`src/rtl/op_pkg.sv`:
```
// Shared types for the push-button opcode front end: opcode encoding,
// controller states and the default operand width.
package op_pkg;

  localparam int OPW = 8;

  typedef enum logic [1:0] {OP_00, OP_01, OP_10, OP_11} opcode_t;

  typedef enum logic [1:0] {IDLE, DEBOUNCE, ISSUE, WAIT_RELEASE} state_t;

endpackage

```
`src/rtl/op_select_encoder_if.sv`:
```
// Button/operand inputs and command outputs of op_select_encoder, bundled
// so board glue and the decoder side see one connection point.
interface op_select_encoder_if
  import op_pkg::*;
#(
  parameter int W = OPW
) ();

  logic [3:0]          btn;
  logic signed [W-1:0] a_in;
  logic signed [W-1:0] b_in;
  logic                s_1;
  logic                s_0;
  logic signed [W-1:0] a_out;
  logic signed [W-1:0] b_out;
  logic                op_valid;
  logic                busy;

  modport master (
    output btn, a_in, b_in,
    input  s_1, s_0, a_out, b_out, op_valid, busy
  );

  modport slave (
    input  btn, a_in, b_in,
    output s_1, s_0, a_out, b_out, op_valid, busy
  );

endinterface

```
`src/rtl/btn_sync.sv`:
```
// Two-flop synchroniser for the four asynchronous push-buttons.
module btn_sync (
  input  logic       clk,
  input  logic       reset,
  input  logic [3:0] btn,
  output logic [3:0] sbtn
);

  logic [3:0] meta_q;
  logic [3:0] sync_q;

  always_ff @(posedge clk or posedge reset) begin
    if (reset) begin
      meta_q <= '0;
      sync_q <= '0;
    end else begin
      meta_q <= btn;
      sync_q <= meta_q;
    end
  end

  assign sbtn = sync_q;

endmodule

```
`src/rtl/op_select_encoder.sv`:
```
// Debounced, priority-encoded button front end: one registered opcode plus
// latched operands and a single op_valid pulse per accepted press.
module op_select_encoder
  import op_pkg::*;
#(
  parameter int DEBOUNCE_CYCLES = 4,
  parameter int W               = OPW
) (
  input logic               clk,
  input logic               reset,
  op_select_encoder_if.slave bus
);

  localparam int            CW       = $clog2(DEBOUNCE_CYCLES) + 1;
  localparam logic [CW-1:0] CNT_LAST = CW'(DEBOUNCE_CYCLES - 1);

  logic [3:0]          sbtn;
  logic                any;
  opcode_t             code;

  state_t              state_q, state_d;
  logic [CW-1:0]       cnt_q, cnt_d, cnt_inc;
  opcode_t             cand_q, cand_d;
  opcode_t             op_q, op_d;
  logic signed [W-1:0] a_q, a_d;
  logic signed [W-1:0] b_q, b_d;

  btn_sync u_btn_sync (
    .clk   (clk),
    .reset (reset),
    .btn   (bus.btn),
    .sbtn  (sbtn)
  );

  always_comb begin
    code = OP_00;
    if (sbtn[3])      code = OP_11;
    else if (sbtn[2]) code = OP_10;
    else if (sbtn[1]) code = OP_01;
  end

  assign any = |sbtn;

  // Saturating increment; the FSM leaves each counting state at CNT_LAST.
  assign cnt_inc = (cnt_q == CNT_LAST) ? cnt_q : cnt_q + CW'(1);

  always_comb begin
    state_d = state_q;
    cnt_d   = cnt_q;
    cand_d  = cand_q;
    op_d    = op_q;
    a_d     = a_q;
    b_d     = b_q;
    case (state_q)
      IDLE: begin
        if (any) begin
          cand_d  = code;
          cnt_d   = '0;
          state_d = DEBOUNCE;
        end
      end
      DEBOUNCE: begin
        if (!any || code != cand_q) begin
          state_d = IDLE;
        end else if (cnt_q == CNT_LAST) begin
          state_d = ISSUE;
          op_d    = cand_q;
          a_d     = bus.a_in;
          b_d     = bus.b_in;
        end else begin
          cnt_d = cnt_inc;
        end
      end
      ISSUE: begin
        state_d = WAIT_RELEASE;
        cnt_d   = '0;
      end
      WAIT_RELEASE: begin
        if (any)                    cnt_d   = '0;
        else if (cnt_q == CNT_LAST) state_d = IDLE;
        else                        cnt_d   = cnt_inc;
      end
      default: state_d = IDLE;
    endcase
  end

  always_ff @(posedge clk or posedge reset) begin
    if (reset) begin
      state_q <= IDLE;
      cnt_q   <= '0;
      cand_q  <= OP_00;
      op_q    <= OP_00;
      a_q     <= '0;
      b_q     <= '0;
    end else begin
      state_q <= state_d;
      cnt_q   <= cnt_d;
      cand_q  <= cand_d;
      op_q    <= op_d;
      a_q     <= a_d;
      b_q     <= b_d;
    end
  end

  assign {bus.s_1, bus.s_0} = op_q;
  assign bus.a_out          = a_q;
  assign bus.b_out          = b_q;
  assign bus.op_valid       = (state_q == ISSUE);
  assign bus.busy           = (state_q != IDLE);

endmodule

```
`src/flat_wrapper.sv`:
```
// flat-port wrapper written by rule: the top's interface ports become plain ports
module op_select_encoder_flat import op_pkg::*;
#(
  parameter int DEBOUNCE_CYCLES = 4,
  parameter int W               = OPW
)
  (clk, reset, bus_btn, bus_a_in, bus_b_in, bus_s_1, bus_s_0, bus_a_out, bus_b_out, bus_op_valid, bus_busy);
  op_select_encoder_if #(.W(W)) bus_i ();
  input logic clk;
  input logic reset;
  input wire logic [$bits(bus_i.btn)-1:0] bus_btn;
  input wire logic [$bits(bus_i.a_in)-1:0] bus_a_in;
  input wire logic [$bits(bus_i.b_in)-1:0] bus_b_in;
  output wire logic [$bits(bus_i.s_1)-1:0] bus_s_1;
  output wire logic [$bits(bus_i.s_0)-1:0] bus_s_0;
  output wire logic [$bits(bus_i.a_out)-1:0] bus_a_out;
  output wire logic [$bits(bus_i.b_out)-1:0] bus_b_out;
  output wire logic [$bits(bus_i.op_valid)-1:0] bus_op_valid;
  output wire logic [$bits(bus_i.busy)-1:0] bus_busy;
  assign bus_i.btn = bus_btn;
  assign bus_i.a_in = bus_a_in;
  assign bus_i.b_in = bus_b_in;
  assign bus_s_1 = bus_i.s_1;
  assign bus_s_0 = bus_i.s_0;
  assign bus_a_out = bus_i.a_out;
  assign bus_b_out = bus_i.b_out;
  assign bus_op_valid = bus_i.op_valid;
  assign bus_busy = bus_i.busy;
  op_select_encoder #(.DEBOUNCE_CYCLES(DEBOUNCE_CYCLES), .W(W)) u_core (.clk(clk), .reset(reset), .bus(bus_i));
endmodule
```
`config.mk`:
```
export PLATFORM = sky130hd
export DESIGN_NAME = op_select_encoder_flat
export DESIGN_NICKNAME = d
export VERILOG_FILES = /design/src/rtl/op_pkg.sv /design/src/rtl/op_select_encoder_if.sv /design/src/rtl/btn_sync.sv /design/src/rtl/op_select_encoder.sv /design/src/flat_wrapper.sv
export SDC_FILE = /design/constraint.sdc
export NUM_CORES = 1
export LEC_CHECK = 0
export CAP_MARGIN = 20
export CORE_MARGIN = 2
export CORE_UTILIZATION = 41
export DETAILED_ROUTE_END_ITERATION = 10
export PLACE_DENSITY = 0.87
export SYNTH_ARGS = -nofsm -noshare
export SYNTH_HDL_FRONTEND = slang
export SYNTH_SLANG_ARGS = --single-unit
```
`constraint.sdc`:
```
create_clock -name clk -period 1.9 [get_ports clk]
set_input_delay 0.19 -clock clk [delete_from_list [all_inputs] [get_ports clk]]
set_output_delay 0.19 -clock clk [all_outputs]
set_load 0.005 [all_outputs]
```
==> results of run 1 <==
per-stage QoR:
stage | cells | cell area [sq um]
4_1_cts | 186 | 1890
6_report | 186 | 1900
5_1_grt | 186 | 1900
3_3_place_gp | 179 | 1840
2_1_floorplan | 91 | 1340
3_5_place_dp | 179 | 1840
worst max-delay path, stage by stage (launching register included):
cell     delay, ns
dfrtp_1       0.42
nor3b_2       0.18
a21oi_1       0.08
o41ai_4       0.36
nand3_4       0.12
buf_12        0.19
mux2_4        0.30
area by class of cell:
type,count,area (sq um)
multi-input combinational,51,485
sequential,33,826
inverter,6,22.5
tap,44,55.1
clock buffer,7,55.1
fill,229,1180
timing repair buffer,45,453
state kept, by name (all words and copies together), names as in the netlist, named ones only:
name	cells
u_core.bus.b_out	8
u_core.cnt_q	3
u_core.bus.a_out	8
u_core.u_btn_sync.meta_q	4
u_core.u_btn_sync.sbtn	4
u_core.op_q	2
u_core.state_q	1
u_core.cand_q	2
per-layer routing:
metal | GRT usage, % | vias up
met2 | 24.5 | 42
met5 | 0 | -
met1 | 18.6 | 424
met4 | 6.52 | 0
met3 | 8.40 | 2
li1 | - | 422
cells in the mapped netlist (all sizes together):
cell	instances	share of area [%]
o21bai	1	0.56
nor3b	1	0.56
mux2	19	18
inv	6	1.7
a311o	1	0.75
nand3	2	1.7
o2111a	1	0.84
o21ai	2	0.75
a22o	1	0.65
nor4	1	0.47
nor4bb	1	0.75
a31oi	1	0.47
o41ai	1	2.1
nand2	5	1.4
a21oi	4	1.5
ha	1	0.93
buf	1	0.84
nand2b	1	0.47
dfrtp	33	62
o211ai	1	0.56
nor2	3	0.84
and4b	1	0.75
nor2b	3	1.4
where the power goes:
part	switching, uW	leakage, uW	internal [uW]
clock	211	0.0000314	175
combinational	339	0.000432	645
sequential	176	0.000395	940
total	725	0.000858	1760
kinds of logic after synthesis:
| kind of cell | after synthesis | share of synthesized area, % |
|---|---|---|
| flops | 33 | 61.6 |
| mux | 19 | 18.5 |
| simple gates | 18 | 8.31 |
| compound gates | 13 | 8.12 |
| buf+inv | 7 | 2.52 |
| fa+ha+maj | 1 | 0.934 |
how the worst max path moves through the flow:
stage               slack (ns)                         endpoint  depth (start not counted)
CTS                       0.11  u_core.bus.b_out[5]$_DFFE_PP0P_                          6
global route              0.03  u_core.bus.b_out[3]$_DFFE_PP0P_                          6
global placement          0.18  u_core.bus.b_out[5]$_DFFE_PP0P_                          6
finish                    0.13  u_core.bus.b_out[5]$_DFFE_PP0P_                          6
floorplan                 0.12  u_core.bus.b_out[0]$_DFFE_PP0P_                          6
detailed placement        0.11  u_core.bus.b_out[5]$_DFFE_PP0P_                          6
what timing repair did:
item / 4_1_cts / 5_1_grt
endpoints found under the setup margin: 0 / 8
resized for setup: 0 / 1
hold buffers: 0 / 0
==> reports/qor.log, run 1 <==
INFO  status         status=finished clean
INFO  global_routing global_route.usage.total=15.9%
INFO  logic_synthesis post_synth.cell_area_avg=14.7squm
INFO  timing         period_needed=1.77ns
INFO  detailed_routing avgViaCountPerCell=4.78
INFO  layout         layout_commonest_cell=clkdlybuf4s50_1
INFO  global_routing global_route.overflow_total=0
INFO  timing         report.final.slew_viol_count=0
INFO  timing         setup_ws=0.132ns
INFO  detailed_routing drc=0
INFO  timing         finalCritPeriodShare=93.0%
INFO  floorplanning  die_area=3740squm
INFO  detailed_routing wl_met2=1260microns
INFO  layout         most_frequent_cells_in_the_layout=clkdlybuf4s50_1, dfrtp_1, mux2_2
INFO  place          dpl.hpwl=1930microns
INFO  detailed_routing drt-wirelength-per-cell=13.9microns
INFO  global_routing antenna_found_initial=0
INFO  logic_synthesis syn-instance-count=91
INFO  timing         final.setup_skew=0.00593ns
INFO  detailed_routing wl_met1=1050microns
INFO  clock_tree     insertion_delay=0.32ns
INFO  timing         worst_slew_pin_slew=0.410ns
INFO  logic_synthesis synth_seq_area_share=61.6%
INFO  critical_path  crit_path_end_kind=flip-flop
INFO  timing         max_slew_margin=72.6%
INFO  detailed_routing topRoutingLayerUsed=met4
INFO  floorplanning  floorplan.die.width=61.2microns
INFO  clock_tree     path_clk_slew=0.09ns
INFO  place          dpl_worst_slack=0.109ns
INFO  floorplanning  floorplan.initialDensity=43.5%
INFO  timing         final-setup-viol-count=0
INFO  timing         hold_slack=0.259ns
INFO  detailed_routing route.met3.wl=259microns
INFO  pwr            leakagePower=0.000858uW
INFO  timing         totalNegativeSetupSlack=0ns
INFO  clock_tree     ctsHtreeMaxLevel=2
INFO  critical_path  worst-endpoint-required=2.11ns
INFO  global_routing grt_max_degree=34
INFO  timing         rsz0062_at_grt=no
INFO  detailed_routing drt_iter0_markers=12
INFO  timing         fmax=0.566GHz
INFO  clock_tree     cts.sinks=33
INFO  pwr            power_density=1310nW/um^2
INFO  clock_tree     cts_buffers=5
INFO  layout         antenna_cells=0
INFO  pwr            overall_power=2480uW
INFO  layout         area_delta_synth_final=41.6%
INFO  clock_tree     tritoncts_clock_tree=built
INFO  logic_synthesis syn_area=1340squm
INFO  critical_path  r2r_slack=0.13ns
INFO  pwr            max-vdd-ir-drop=0.869mV
INFO  critical_path  worstPathMaxFanout=19
INFO  layout         fin_util=61.6%
INFO  clock_tree     clock-root-buffer=clkbuf_4
INFO  critical_path  critical_path.startpoint_type=flip-flop
INFO  job            drv.max_cap_violation_count=0
INFO  global_routing first_global_vias=888
INFO  floorplanning  die_height=61.2microns
INFO  logic_synthesis synth-seq-cells=33
INFO  place          place.gp.congestion=0.750
INFO  critical_path  timing.critical_path.arrival=1.98ns
INFO  critical_path  worstReg2RegEnd=u_core.bus.b_out[5]$_DFFE_PP0P_
INFO  critical_path  criticalPathCategory=flip-flop to flip-flop
INFO  logic_synthesis yosys_warnings=0
INFO  detailed_routing firstDrtPassIters=4
INFO  clock_tree     buffer_count_from_post_cts_setup_fixing=0
INFO  detailed_routing vias=890
INFO  layout         layout-drive-gt1-share=22.5%
INFO  critical_path  worst-r2r-cell-count=6
INFO  floorplanning  rows=20
INFO  floorplanning  placeableCoreArea=3080squm
INFO  timing         finalHoldViolations=0
INFO  logic_synthesis synthDistinctLibCells=25
INFO  logic_synthesis synth_nets=114
INFO  critical_path  critical_path.reg2reg.startpoint=u_core.u_btn_sync.sbtn[1]$_DFF_PP0_
INFO  global_routing grt_pass1_wl=4110microns
INFO  floorplanning  num_io_pins=42
INFO  clock_tree     cts.path.max_buffers=2
INFO  layout         finalNetCount=165
INFO  place          place.port_buffers=41
INFO  detailed_routing finalWirelength=2580microns
INFO  detailed_routing drtAntennaViolNets=0
INFO  critical_path  crit_start=u_core.u_btn_sync.sbtn[1]$_DFF_PP0_
INFO  hold_path      hold_class=primary input to asynchronous set/reset pin
Power figures use the tool's default switching activity.
==> run 2, diff against run 1 <==
PLACE_DENSITY = 0.75   (was 0.87)
==> reports/qor.log, run 2 (synthesis results as in run 1) <==
INFO  timing         report.final.slew_viol_count=0 [unchanged]
INFO  global_routing global_route.overflow_total=0 [unchanged]
INFO  critical_path  critical_path.startpoint_type=flip-flop [unchanged]
INFO  floorplanning  num_io_pins=42 [unchanged]
INFO  detailed_routing avgViaCountPerCell=4.76 [was 4.78]
INFO  global_routing antenna_found_initial=0 [unchanged]
INFO  detailed_routing drt_iter0_markers=3 [was 12]
INFO  place          place.port_buffers=41 [unchanged]
INFO  pwr            sequential_fraction_of_design_power=42.2% [was 44.9%]
INFO  detailed_routing drc=0 [unchanged]
INFO  clock_tree     cts_buffers=5 [unchanged]
INFO  timing         worst_slew_pin_slew=0.389ns [was 0.410 ns]
INFO  global_routing global_route.usage.total=16.2% [was 15.9%]
INFO  pwr            max-vdd-ir-drop=0.724mV [was 0.869 mV]
INFO  critical_path  crit_start=u_core.cand_q[0]$_DFFE_PP0P_ [was u_core.u_btn_sync.sbtn[1]$_DFF_PP0_]
INFO  timing         fmax=0.540GHz [was 0.566 GHz]
INFO  pwr            overall_power=2620uW [was 2480 uW]
INFO  clock_tree     post_cts_hold_buffer_count=0 [unchanged]
INFO  pwr            p_sw=739uW [was 725 uW]
INFO  layout         layout_commonest_cell=clkdlybuf4s50_1 [unchanged]
INFO  clock_tree     clock-root-buffer=clkbuf_4 [unchanged]
INFO  timing         hold_slack=0.226ns [was 0.259 ns]
INFO  clock_tree     insertion_delay=0.33ns [was 0.32 ns]
INFO  floorplanning  floorplan.initialDensity=43.5% [unchanged]
INFO  status         status=finished clean [unchanged]
INFO  timing         finalCritPeriodShare=97.5% [was 93.0%]
INFO  pwr            cell_internal_pwr=1880uW [was 1760 uW]
INFO  critical_path  critical_path.reg2reg.startpoint=u_core.cand_q[0]$_DFFE_PP0P_ [was u_core.u_btn_sync.sbtn[1]$_DFF_PP0_]
INFO  clock_tree     ctsHtreeMaxLevel=2 [unchanged]
INFO  layout         post_layout_nonfiller_instances=190 [was 186]
INFO  timing         setup_ws=0.0474ns [was 0.132 ns]
INFO  floorplanning  die_height=61.2microns [unchanged]
INFO  detailed_routing vias=904 [was 890]
INFO  place          postPlaceCellArea=1830squm [was 1840 sq um]
INFO  detailed_routing drt-wirelength-per-cell=13.5microns [was 13.9 microns]
INFO  pwr            power_density=1340nW/um^2 [was 1310 nW/um^2]
INFO  clock_tree     cts.path.max_buffers=2 [unchanged]
INFO  layout         layout-drive-gt1-share=26.0% [was 22.5%]
INFO  layout         antenna_cells=0 [unchanged]
INFO  pwr            leakagePower=0.000878uW [was 0.000858 uW]
INFO  floorplanning  placeableCoreArea=3080squm [unchanged]
INFO  detailed_routing firstDrtPassIters=4 [unchanged]
INFO  clock_tree     path_clk_slew=0.11ns [was 0.09 ns]
INFO  layout         final_area=1940squm [was 1900 sq um]
INFO  place          place_inst=180 [was 179]
INFO  clock_tree     tritoncts_clock_tree=built [unchanged]
INFO  job            drv.max_cap_violation_count=0 [unchanged]
INFO  place          place.gp.congestion=0.745 [was 0.750]
INFO  global_routing grt_max_degree=34 [unchanged]
INFO  critical_path  worstPathMaxFanout=9 [was 19]
INFO  critical_path  crit_path_end_kind=flip-flop [unchanged]
INFO  timing         final-setup-viol-count=0 [unchanged]
INFO  timing         period_needed=1.85ns [was 1.77 ns]
INFO  critical_path  worst-endpoint-required=2.12ns [was 2.11 ns]
INFO  critical_path  timing.critical_path.arrival=2.07ns [was 1.98 ns]
INFO  floorplanning  die_area=3740squm [unchanged]
INFO  timing         final.setup_skew=0.0114ns [was 0.00593 ns]
INFO  floorplanning  rows=20 [unchanged]
INFO  layout         area_delta_synth_final=45.1% [was 41.6%]
INFO  timing         rsz0062_at_grt=yes [was no]
INFO  timing         finalHoldViolations=0 [unchanged]
INFO  clock_tree     cts.sinks=33 [unchanged]
INFO  layout         layout.filler_cells=235 [was 229]
INFO  global_routing grt_pass1_wl=4250microns [was 4110 microns]
INFO  timing         max_slew_margin=74.1% [was 72.6%]
INFO  place          dpl_worst_slack=0.0592ns [was 0.109 ns]
INFO  floorplanning  floorplan.die.width=61.2microns [unchanged]
INFO  critical_path  criticalPathCategory=flip-flop to flip-flop [unchanged]
INFO  detailed_routing drtAntennaViolNets=0 [unchanged]
INFO  global_routing first_global_vias=964 [was 888]
INFO  pwr            comb_power_share=37.9% [was 39.6%]
INFO  detailed_routing finalWirelength=2560microns [was 2580 microns]
INFO  pwr            power.share.switching=28.3% [was 29.2%]
INFO  layout         most_frequent_cells_in_the_layout=clkdlybuf4s50_1, dfrtp_1, mux2_2 [unchanged]
INFO  pwr            clock_power_share=19.9% [was 15.5%]
INFO  place          dpl.hpwl=1850microns [was 1930 microns]
INFO  hold_path      hold_class=primary input to asynchronous set/reset pin [unchanged]
INFO  layout         finalNetCount=168 [was 165]
## run 2: cell count changes in the layout (fill, tap and decap cells not counted), sizes merged
cell / delta
clkinv: +1
buf: +3
clkbuf: -2
clkinvlp: +1
bufinv: +1
## run 2: layout make-up
cell class | count | area [sq um] | share of cell area [%]
clock inverter | 3 | 46.3 | 2.38
clock buffer | 5 | 37.5 | 1.93
inverter | 6 | 22.5 | 1.16
timing repair buffer | 48 | 470 | 24.2
tap | 44 | 55.1 | 2.83
multi-input combinational | 51 | 485 | 25.0
sequential | 33 | 827 | 42.5
## run 2: metrics by stage
stage / setup TNS [ns] / utilization, %
2_1_floorplan: 0 / -
3_3_place_gp: 0 / 59.5
3_5_place_dp: 0 / 59.5
4_1_cts: 0 / 62.2
5_1_grt: -0.816 / 63.2
6_report: 0 / 63.2
## run 2: power by group through the flow
stage | logic, uW | clock network, uW | registers [uW]
after CTS | 988 | 529 | 1100
final | 992 | 519 | 1100
after global placement | 945 | 0 | 1100
after global routing | 1070 | 566 | 1140
after floorplan | 438 | 0 | 1110
after detailed placement | 982 | 0 | 1110
## run 2: path summary, 6_finish.rpt
path                       depth (start not counted)  slack [ns]                                    end
setup / recovery                                   6        0.05        u_core.bus.a_out[0]$_DFFE_PP0P_
hold / removal                                     3        0.23           u_core.cand_q[0]$_DFFE_PP0P_
setup reg to reg                                   6        0.05        u_core.bus.a_out[0]$_DFFE_PP0P_
max in group asynchronous                          3        1.37    u_core.u_btn_sync.sbtn[2]$_DFF_PP0_
min in group clk                                   1        0.29  u_core.u_btn_sync.meta_q[0]$_DFF_PP0_
hold reg to reg                                    0        0.36    u_core.u_btn_sync.sbtn[1]$_DFF_PP0_
## run 2: worst max-delay path: stages, from the launching register on
cell and delay (ns):
dfrtp_1 0.41, nor3b_2 0.22, a21oi_1 0.09, o41ai_4 0.41, nand3_4 0.12, buf_4 0.20
mux2_2 0.28
## run 2: layer usage
layer  routed length, microns  part of all wire, %  track usage, %
met1                     1020                   40            18.4
met2                     1320                   52            26.3
met3                      186                  7.3            7.77
met4                       27                  1.1            6.52
met5                        0                    0               0
## run 2: repair_timing
item | in CTS | in global routing
buffers inserted | 0 | 2
setup endpoints to repair | 0 | 18
resized for setup | 0 | 4
hold endpoints to repair | 0 | 0
